--- src/rtl/csi_rx_pkg.sv ---
// Shared types and constants for the CSI-2 receive lane front end.
package csi_rx_pkg;

  // HS leader sync pattern, LSB is the oldest bit on the wire.
  localparam logic [7:0] CSI_SYNC_BYTE = 8'hB8;

  typedef enum logic [1:0] {
    ALN_IDLE   = 2'd0,
    ALN_HUNT   = 2'd1,
    ALN_LOCKED = 2'd2
  } align_state_t;

  typedef logic [2:0] bit_offset_t;

  // True when every window bit below position k is zero (HS-zero leader).
  function automatic logic leader_is_zero(input logic [15:0] win, input int k);
    logic [15:0] mask;
    mask = (16'd1 << k) - 16'd1;
    return ((win & mask) == 16'd0);
  endfunction

endpackage

--- src/rtl/csi_rx_sync_detect.sv ---
// Combinational sync-byte matcher over a 16-bit window; lowest offset wins.
module csi_rx_sync_detect
  import csi_rx_pkg::*;
#(
  parameter logic [7:0] SYNC_BYTE    = CSI_SYNC_BYTE,
  parameter logic       CHECK_LEADER = 1'b1
) (
  input  logic [15:0] window,
  output logic        hit,
  output logic [2:0]  k
);

  logic [7:0] match_s;

  // Evaluate every candidate offset independently.
  always_comb begin
    match_s = 8'd0;
    for (int i = 0; i < 8; i++) begin
      match_s[i] = (window[i +: 8] == SYNC_BYTE) &&
                   (!CHECK_LEADER || leader_is_zero(window, i));
    end
  end

  // Scan from the top down so the lowest matching offset is the one kept.
  always_comb begin
    hit = |match_s;
    k   = 3'd0;
    for (int i = 7; i >= 0; i--) begin
      k = match_s[i] ? bit_offset_t'(i) : k;
    end
  end

endmodule

--- src/rtl/csi_rx_byte_align.sv ---
// Per-lane CSI-2 byte aligner: hunts for the HS sync byte at any bit offset,
// locks that offset and emits aligned payload bytes until end of packet.
module csi_rx_byte_align
  import csi_rx_pkg::*;
#(
  parameter logic [7:0]  SYNC_BYTE    = CSI_SYNC_BYTE,
  parameter logic        CHECK_LEADER = 1'b1,
  parameter int unsigned HUNT_TIMEOUT = 1023
) (
  input  logic       byte_clock,
  input  logic       reset,
  input  logic       enable,
  input  logic       wait_for_sync,
  input  logic       packet_done,
  input  logic [7:0] deser_in,
  output logic [7:0] data_out,
  output logic       data_valid,
  output logic       locked,
  output logic [2:0] offset,
  output logic       hunt_timeout
);

  localparam int unsigned       CNT_W   = $clog2(HUNT_TIMEOUT + 1);
  localparam logic [CNT_W-1:0]  CNT_MAX = CNT_W'(HUNT_TIMEOUT);
  localparam logic [CNT_W-1:0]  CNT_ONE = CNT_W'(1);

  align_state_t     state_q, state_d;
  logic [7:0]       r0_q, r0_d, r1_q, r1_d;
  bit_offset_t      offset_q, offset_d;
  logic [CNT_W-1:0] cnt_q, cnt_d;
  logic [7:0]       data_out_q, data_out_d;
  logic             data_valid_q, data_valid_d;
  logic             locked_q, locked_d;
  logic             hunt_timeout_q, hunt_timeout_d;

  logic [15:0]      window_s;
  logic             hit_s;
  bit_offset_t      k_s;
  logic [7:0]       aligned_s;

  assign window_s  = {r1_q, r0_q};
  assign aligned_s = window_s[offset_q +: 8];

  csi_rx_sync_detect #(
    .SYNC_BYTE    (SYNC_BYTE),
    .CHECK_LEADER (CHECK_LEADER)
  ) u_sync_detect (
    .window (window_s),
    .hit    (hit_s),
    .k      (k_s)
  );

  // Next-state, hunt counter and output computation; exits beat matches.
  always_comb begin
    state_d        = state_q;
    offset_d       = offset_q;
    cnt_d          = cnt_q;
    data_out_d     = data_out_q;
    data_valid_d   = 1'b0;
    hunt_timeout_d = 1'b0;
    r1_d           = deser_in;
    r0_d           = r1_q;

    if (!enable) begin
      state_d = ALN_IDLE;
      cnt_d   = '0;
    end else begin
      case (state_q)
        ALN_IDLE: begin
          cnt_d = '0;
          if (wait_for_sync) begin
            state_d = ALN_HUNT;
          end else begin
            state_d = ALN_IDLE;
          end
        end
        ALN_HUNT: begin
          if (!wait_for_sync) begin
            state_d = ALN_IDLE;
          end else if (hit_s) begin
            state_d  = ALN_LOCKED;
            offset_d = k_s;
          end else if (cnt_q == CNT_MAX) begin
            hunt_timeout_d = 1'b1;
            cnt_d          = '0;
          end else begin
            cnt_d = cnt_q + CNT_ONE;
          end
        end
        ALN_LOCKED: begin
          if (packet_done) begin
            state_d = ALN_IDLE;
          end else begin
            data_valid_d = 1'b1;
            data_out_d   = aligned_s;
          end
        end
        default: begin
          state_d = ALN_IDLE;
        end
      endcase
    end

    // locked tracks the state register itself, so it drops on the exit edge.
    locked_d = (state_d == ALN_LOCKED);
  end

  // State, pipeline and output registers with synchronous reset.
  always_ff @(posedge byte_clock) begin
    if (reset) begin
      state_q        <= ALN_IDLE;
      r0_q           <= 8'd0;
      r1_q           <= 8'd0;
      offset_q       <= 3'd0;
      cnt_q          <= '0;
      data_out_q     <= 8'd0;
      data_valid_q   <= 1'b0;
      locked_q       <= 1'b0;
      hunt_timeout_q <= 1'b0;
    end else begin
      state_q        <= state_d;
      r0_q           <= r0_d;
      r1_q           <= r1_d;
      offset_q       <= offset_d;
      cnt_q          <= cnt_d;
      data_out_q     <= data_out_d;
      data_valid_q   <= data_valid_d;
      locked_q       <= locked_d;
      hunt_timeout_q <= hunt_timeout_d;
    end
  end

  assign data_out     = data_out_q;
  assign data_valid   = data_valid_q;
  assign locked       = locked_q;
  assign offset       = offset_q;
  assign hunt_timeout = hunt_timeout_q;

endmodule
--- config.mk ---
export PLATFORM = sky130hd
export DESIGN_NAME = csi_rx_byte_align
export DESIGN_NICKNAME = d
export VERILOG_FILES = /design/src/rtl/csi_rx_pkg.sv /design/src/rtl/csi_rx_sync_detect.sv /design/src/rtl/csi_rx_byte_align.sv
export SDC_FILE = /design/constraint.sdc
export NUM_CORES = 1
export LEC_CHECK = 0
export ABC_CLOCK_PERIOD_IN_PS = 2600
export CAP_MARGIN = 40
export CORE_ASPECT_RATIO = 0.75
export CORE_UTILIZATION = 40
export CTS_CLUSTER_SIZE = 25
export DETAILED_ROUTE_END_ITERATION = 10
export GPL_TIMING_DRIVEN = 0
export SLEW_MARGIN = 20
export SYNTH_ARGS = -nofsm -noshare
export SYNTH_HDL_FRONTEND = slang
export SYNTH_HIERARCHICAL = 1
export SYNTH_SLANG_ARGS = --single-unit
export TNS_END_PERCENT = 30
--- constraint.sdc ---
create_clock -name byte_clock -period 2.6 [get_ports byte_clock]
set_clock_uncertainty 0.2 [all_clocks]
set_input_delay 0.52 -clock byte_clock [delete_from_list [all_inputs] [get_ports byte_clock]]
set_output_delay 0.52 -clock byte_clock [all_outputs]
set_load 0.02 [all_outputs]
## Yosys cells after proc, flatten, opt, wreduce, memory -nomap -nowiden

Index checks and enable logic that the tools add are counted.

| storage, ports and cells | value |
|---|---|
| word-level logic and storage cells | 73 |
| input bits | 13 |
| flip-flop bits (word level) | 42 |

| operators by class | value |
|---|---|
| shift-type cells | 1 |
| multiplexer cells | 20 |
| bitwise gates (word level) | 5 |
| $add $sub $neg | 1 |
| equal/unequal tests | 14 |
| reduce and logical (&&, ||, !) cells | 23 |

Operators by type and width:

| kind | count |
|---|---|
| $logic_not 16->1 | 7 |
| $eq 8x8->1 const B | 8 |
| $mux 10 | 3 |
| $mux 3 | 8 |
| $pmux 10 s2 | 1 |
| $shiftx 16x4->8 | 1 |
| $reduce_or 12->1 | 1 |
| $add 10x1->10 const B | 1 |
| $eq 10x10->1 const B | 1 |
| $mux 2 | 4 |
| $reduce_or 8->1 | 1 |
| $logic_and 1x1->1 | 7 |
| $pmux 2 s3 | 1 |
| $reduce_and 3->1 | 2 |
| $not 1->1 | 5 |
| $eq 2x2->1 const B | 2 |
| $ne 2x2->1 const B | 2 |
| $reduce_and 4->1 | 1 |
| $mux 1 | 3 |
| $reduce_or 3->1 | 1 |
| $eq 2x1->1 const B | 1 |
| $logic_not 2->1 | 1 |
| $reduce_bool 2->1 | 1 |
| $reduce_or 2->1 | 1 |

## Depth between registers and ports, before layout

| depth | value |
|---|---|
| depth in word-level cells | 10 |
| depth in mapped cells | 8 |

## Modules after synthesis

The synthesis kept the hierarchy.

By module, submodules not included:

| module | cells an instance | sequential area each (um2) | area an instance (um2) | times used |
|---|---|---|---|---|
| csi_rx_byte_align | 199 | 840.8 | 1915.6 | 1 |
| csi_rx_sync_detect | 33 | 0.0 | 245.2 | 1 |

## Least setup slack after synthesis

No wires, ideal clock.

| path | value |
|---|---|
| path kind | reg-to-reg |
| from | reg r1_q[1] (netlist: r0_d[1]) |
| to | reg cnt_q[6] |
| setup time | 116 ps |
| setup slack | 433 ps |
| stages on the path, launching flop included | 9 |
| arrival | 1851 ps |
| required time | 2284 ps |
| cells stage by stage | dfxtp_1 -> and4bb_1 -> o21ai_2 -> o21a_1 -> o221ai_2 -> nand2b_4 -> a21oi_1 -> a21oi_1 -> a31o_2 |

| between the ends | value |
|---|---|
| longest elaborated chain between the ends | 5 |
| elaborated cells on any way between the ends | 15 |
| classes of those cells | 7 x eq/ne; 8 x reduce/logical |

Ends and longest elaborated chain:

| item | RTL line | RTL |
|---|---|---|
| from (decl) | csi_rx_byte_align.sv:28 | `logic [7:0] r0_q, r0_d, r1_q, r1_d;` |
| from (signal assigned) | csi_rx_byte_align.sv:123 | `r1_q <= r1_d;` |
| $eq 8x8->1 | csi_rx_sync_detect.sv:19 | `match_s[i] = (window[i +: 8] == SYNC_BYTE) &&` |
| $logic_and 1x1->1 | csi_rx_sync_detect.sv:19 |  |
| $reduce_or 8->1 (*) | csi_rx_sync_detect.sv:26 | `hit = \|match_s;` |
| via hit_s | csi_rx_byte_align.sv:37 | `logic hit_s;` |
| $ne 2x2->1 (no line) (*) | -- |  |
| $reduce_and 3->1 (no line) (*) | -- |  |
| to (signal assigned) | csi_rx_byte_align.sv:125 | `cnt_q <= cnt_d;` |
| to (decl) | csi_rx_byte_align.sv:30 | `logic [CNT_W-1:0] cnt_q, cnt_d;` |

Mark *: on every way through the listed nets, which the timed path passes. The rest lies on a longest branch.
A chain may end at the register's enable or synchronous reset.

## Worst setup path in the final report

| path | value |
|---|---|
| from | reg r0_q[7] |
| to | reg cnt_q[7] |

| between the ends | value |
|---|---|
| longest elaborated chain between the ends | 5 |
| elaborated cells on any way between the ends | 18 |
| classes of those cells | 9 x eq/ne; 9 x reduce/logical |

Ends and longest elaborated chain:

| item | RTL line | RTL |
|---|---|---|
| from (decl) | csi_rx_byte_align.sv:28 |  |
| from (signal assigned) | csi_rx_byte_align.sv:122 | `r0_q <= r0_d;` |
| $eq 8x8->1 | csi_rx_sync_detect.sv:19 |  |
| $logic_and 1x1->1 | csi_rx_sync_detect.sv:19 |  |
| $reduce_or 8->1 (*) | csi_rx_sync_detect.sv:26 |  |
| via hit_s | csi_rx_byte_align.sv:37 |  |
| $ne 2x2->1 (no line) (*) | -- |  |
| $reduce_and 3->1 (no line) (*) | -- |  |

Marks and branches as above.

==> flow_summary_export.csv <==
group,metric,value,unit
clock_tree,clock_latency,290,ps
power,power,1.27,mW
drt,drt_wl_total,4.81,mm
drt,route.layer.met1.wl,2.57,mm
sta,setup-tns-final,0,ps
synthesis,syn_inst,232,
power,ir_drop,0.260,mV
synthesis,syn_area,2160,µm²
power,p_leak,0.927,nW
worst_setup_path,crit_type,"flop to flop",
sta,rsz0062_at_grt,"no",
synthesis,yosysWarnings,6,
clock_tree,clkTransAtPathRegs,80,ps
synthesis,synth_cell_types,56,
drt,viasPerCell,5.29,
finish,layout_commonest_cell,"dfxtp_1",
synthesis,synthArstFlopShare,0,
sta,period_share,0.935,
job,cap_violations,0,
clock_tree,root_buffer,"clkbuf_8",
drt,route.met3.wl,303,µm
finish,multiInputGateArea,1240,µm²
placed_design,hpwl,3.63,mm
global_route,grt_use_total,0.182,
drt,top_layer,"met4",
clock_tree,h-tree-depth,2,
finish,layout.nets,279,
floorplanning,die_h,65.7,µm
sta,final_max_slew_viol_count,0,
finish,drive_gt1_frac,0.124,
drt,dr_total_vias,1789,
worst_setup_path,end_kind,"flop",
drt,drc,0,
synthesis,synth_seq_area_share,0.389,
finish,antennaDiodeCount,0,
global_route,grt_max_degree,14,
drt,firstDrtPassIters,4,
hold_path,min_path_type,"flop to flop",
floorplanning,core_region_area,5040,µm²
clock_tree,cts_tree,"done",
floorplanning,start_util,0.429,
sta,fmax,0.411,GHz
sta,min_period,2430,ps
status,outcome,"complete, no violations",
sta,hold_ws,242,ps
placed_design,placed_area,2510,µm²
worst_setup_path,worstPathMaxFanout,10,
synthesis,synth-seq-cells,42,
placed_design,io_buffers,26,
drt,wl_per_cell,14.2,µm
placed_design,place_congestion,0.877,
finish,area_growth,21.5,%
clock_tree,cts.sinks,42,
sta,worst_pin_slew,476,ps
power,p_per_area,482,nW/µm²
clock_tree,cts_made_buffers,5,
sta,setup_viol,0,
clock_tree,clockBufferDepth,2,
floorplanning,num_io_pins,27,
sta,final_hold_viol_count,0,
synthesis,syn_nets,246,
worst_setup_path,arrival,2410,ps
global_route,grt_pass1_wl,7.80,mm
finish,most-common-layout-cells,"dfxtp_1, clkdlybuf4s50_1, nor2_1",
floorplanning,die-area,5700,µm²
clock_tree,hold_buffers,0,
sta,worst_slew_margin_rel,0.683,
synthesis,syn_avg_cell_area,9.31,µm²
global_route,gr-total-overflow,0,
floorplanning,num_rows,22,
drt,route.met2.wl,1.89,mm
finish,fin_area,2630,µm²
finish,filler_cell_count,468,
global_route,antenna_found_initial,0,
floorplanning,die_w,86.9,µm
worst_setup_path,crit_path_start_kind,"flop",
drt,first_iter_violations,114,
global_route,grt_pass1_vias,1551,
synthesis,synth_edf_count,0,
finish,register_area,842,µm²
synthesis,synth_ff_type,"dfxtp_1",
drt,drtAntennaViolNets,0,
worst_setup_path,required,2580,ps
-- state kept, by name, indices dropped and copies added, names as in the netlist --
signal and count:
cnt_q 10, data_out 8, r0_d 8, r0_q 8, offset 3, state_q 2
data_valid 1, hunt_timeout 1, locked 1
-- metal layers --
layer	vias to the layer above	GRT usage
met1	812	0.272
met2	59	0.254
met3	7	0.0389
met5	-	0
li1	911	-
met4	0	0.0563
-- cell families after synthesis --
kind of cell             count (synthesis)  share of synthesized area
XOR/XNOR                                 5                     0.0203
buffers and inverters                   15                     0.0371
AO/OA/AOI/OAI                           49                      0.176
AND/OR/NAND/NOR                         97                      0.262
multiplexers                            23                      0.110
flip-flops                              42                      0.389
adder cells (fa/ha/maj)                  1                    0.00579
-- metrics by stage --
| stage | cells | worst slack [ps] | utilization |
|---|---|---|---|
| 2_1_floorplan | 232 | 433 | - |
| 3_3_place_gp | 330 | -21.6 | 0.499 |
| 3_5_place_dp | 330 | -5.29 | 0.499 |
| 4_1_cts | 338 | 66.8 | 0.521 |
| 5_1_grt | 338 | 53.1 | 0.521 |
| 6_report | 338 | 168 | 0.521 |
-- critical path, stage by stage, from the launching register on --
cell       delay (ps)
dfxtp_1           530
and4bb_1          270
o21ai_2            70
o21a_1            200
o221ai_2          160
nand2b_4          210
a2111oi_2         460
xnor2_1           170
nor2_1             50
-- synthesized netlist by cell type (4+ instances only) --
cell,count,area share
inv_1,4,0.0069
xnor2_1,5,0.020
nand4_1,4,0.012
a211oi_1,4,0.014
mux2i_1,20,0.093
clkbuf_1,5,0.0087
nor3_1,8,0.019
nand3_1,7,0.016
dfxtp_1,42,0.39
o21bai_1,5,0.017
a21oi_1,8,0.019
o21ai_0,5,0.012
nor2b_1,18,0.052
nand2_1,17,0.030
nor2_1,23,0.040
-- timing repair --
action | 4_1_cts | 5_1_grt
resized for setup | 1 | 1
setup endpoints to repair | 7 | 7
buffers inserted | 0 | 0
endpoints found under the hold margin | 0 | 0
-- worst paths after layout --
check,from,end,slack [ps],cells after the start
min,r0_d[7],r0_q[7],240,1
max reg2reg,r0_q[7],cnt_q[7],170,8
min reg2reg,r0_d[7],r0_q[7],240,1
max,r0_q[7],cnt_q[7],170,8
-- layout make-up --
class,instances,area share
Multi-Input combinational cell,175,0.474
Tap cell,72,0.0343
Clock buffer,6,0.0276
Timing Repair Buffer,26,0.0991
Buffer,10,0.0233
Clock inverter,2,0.0143
Inverter,5,0.00715
Sequential cell,42,0.321
-- where the power goes --
group,total (mW),internal (mW),switching (mW)
Combinational,0.0836,0.0443,0.0393
Sequential,0.678,0.656,0.0229
Clock,0.505,0.286,0.218
No activity file was read; power rests on OpenSTA's default activity.
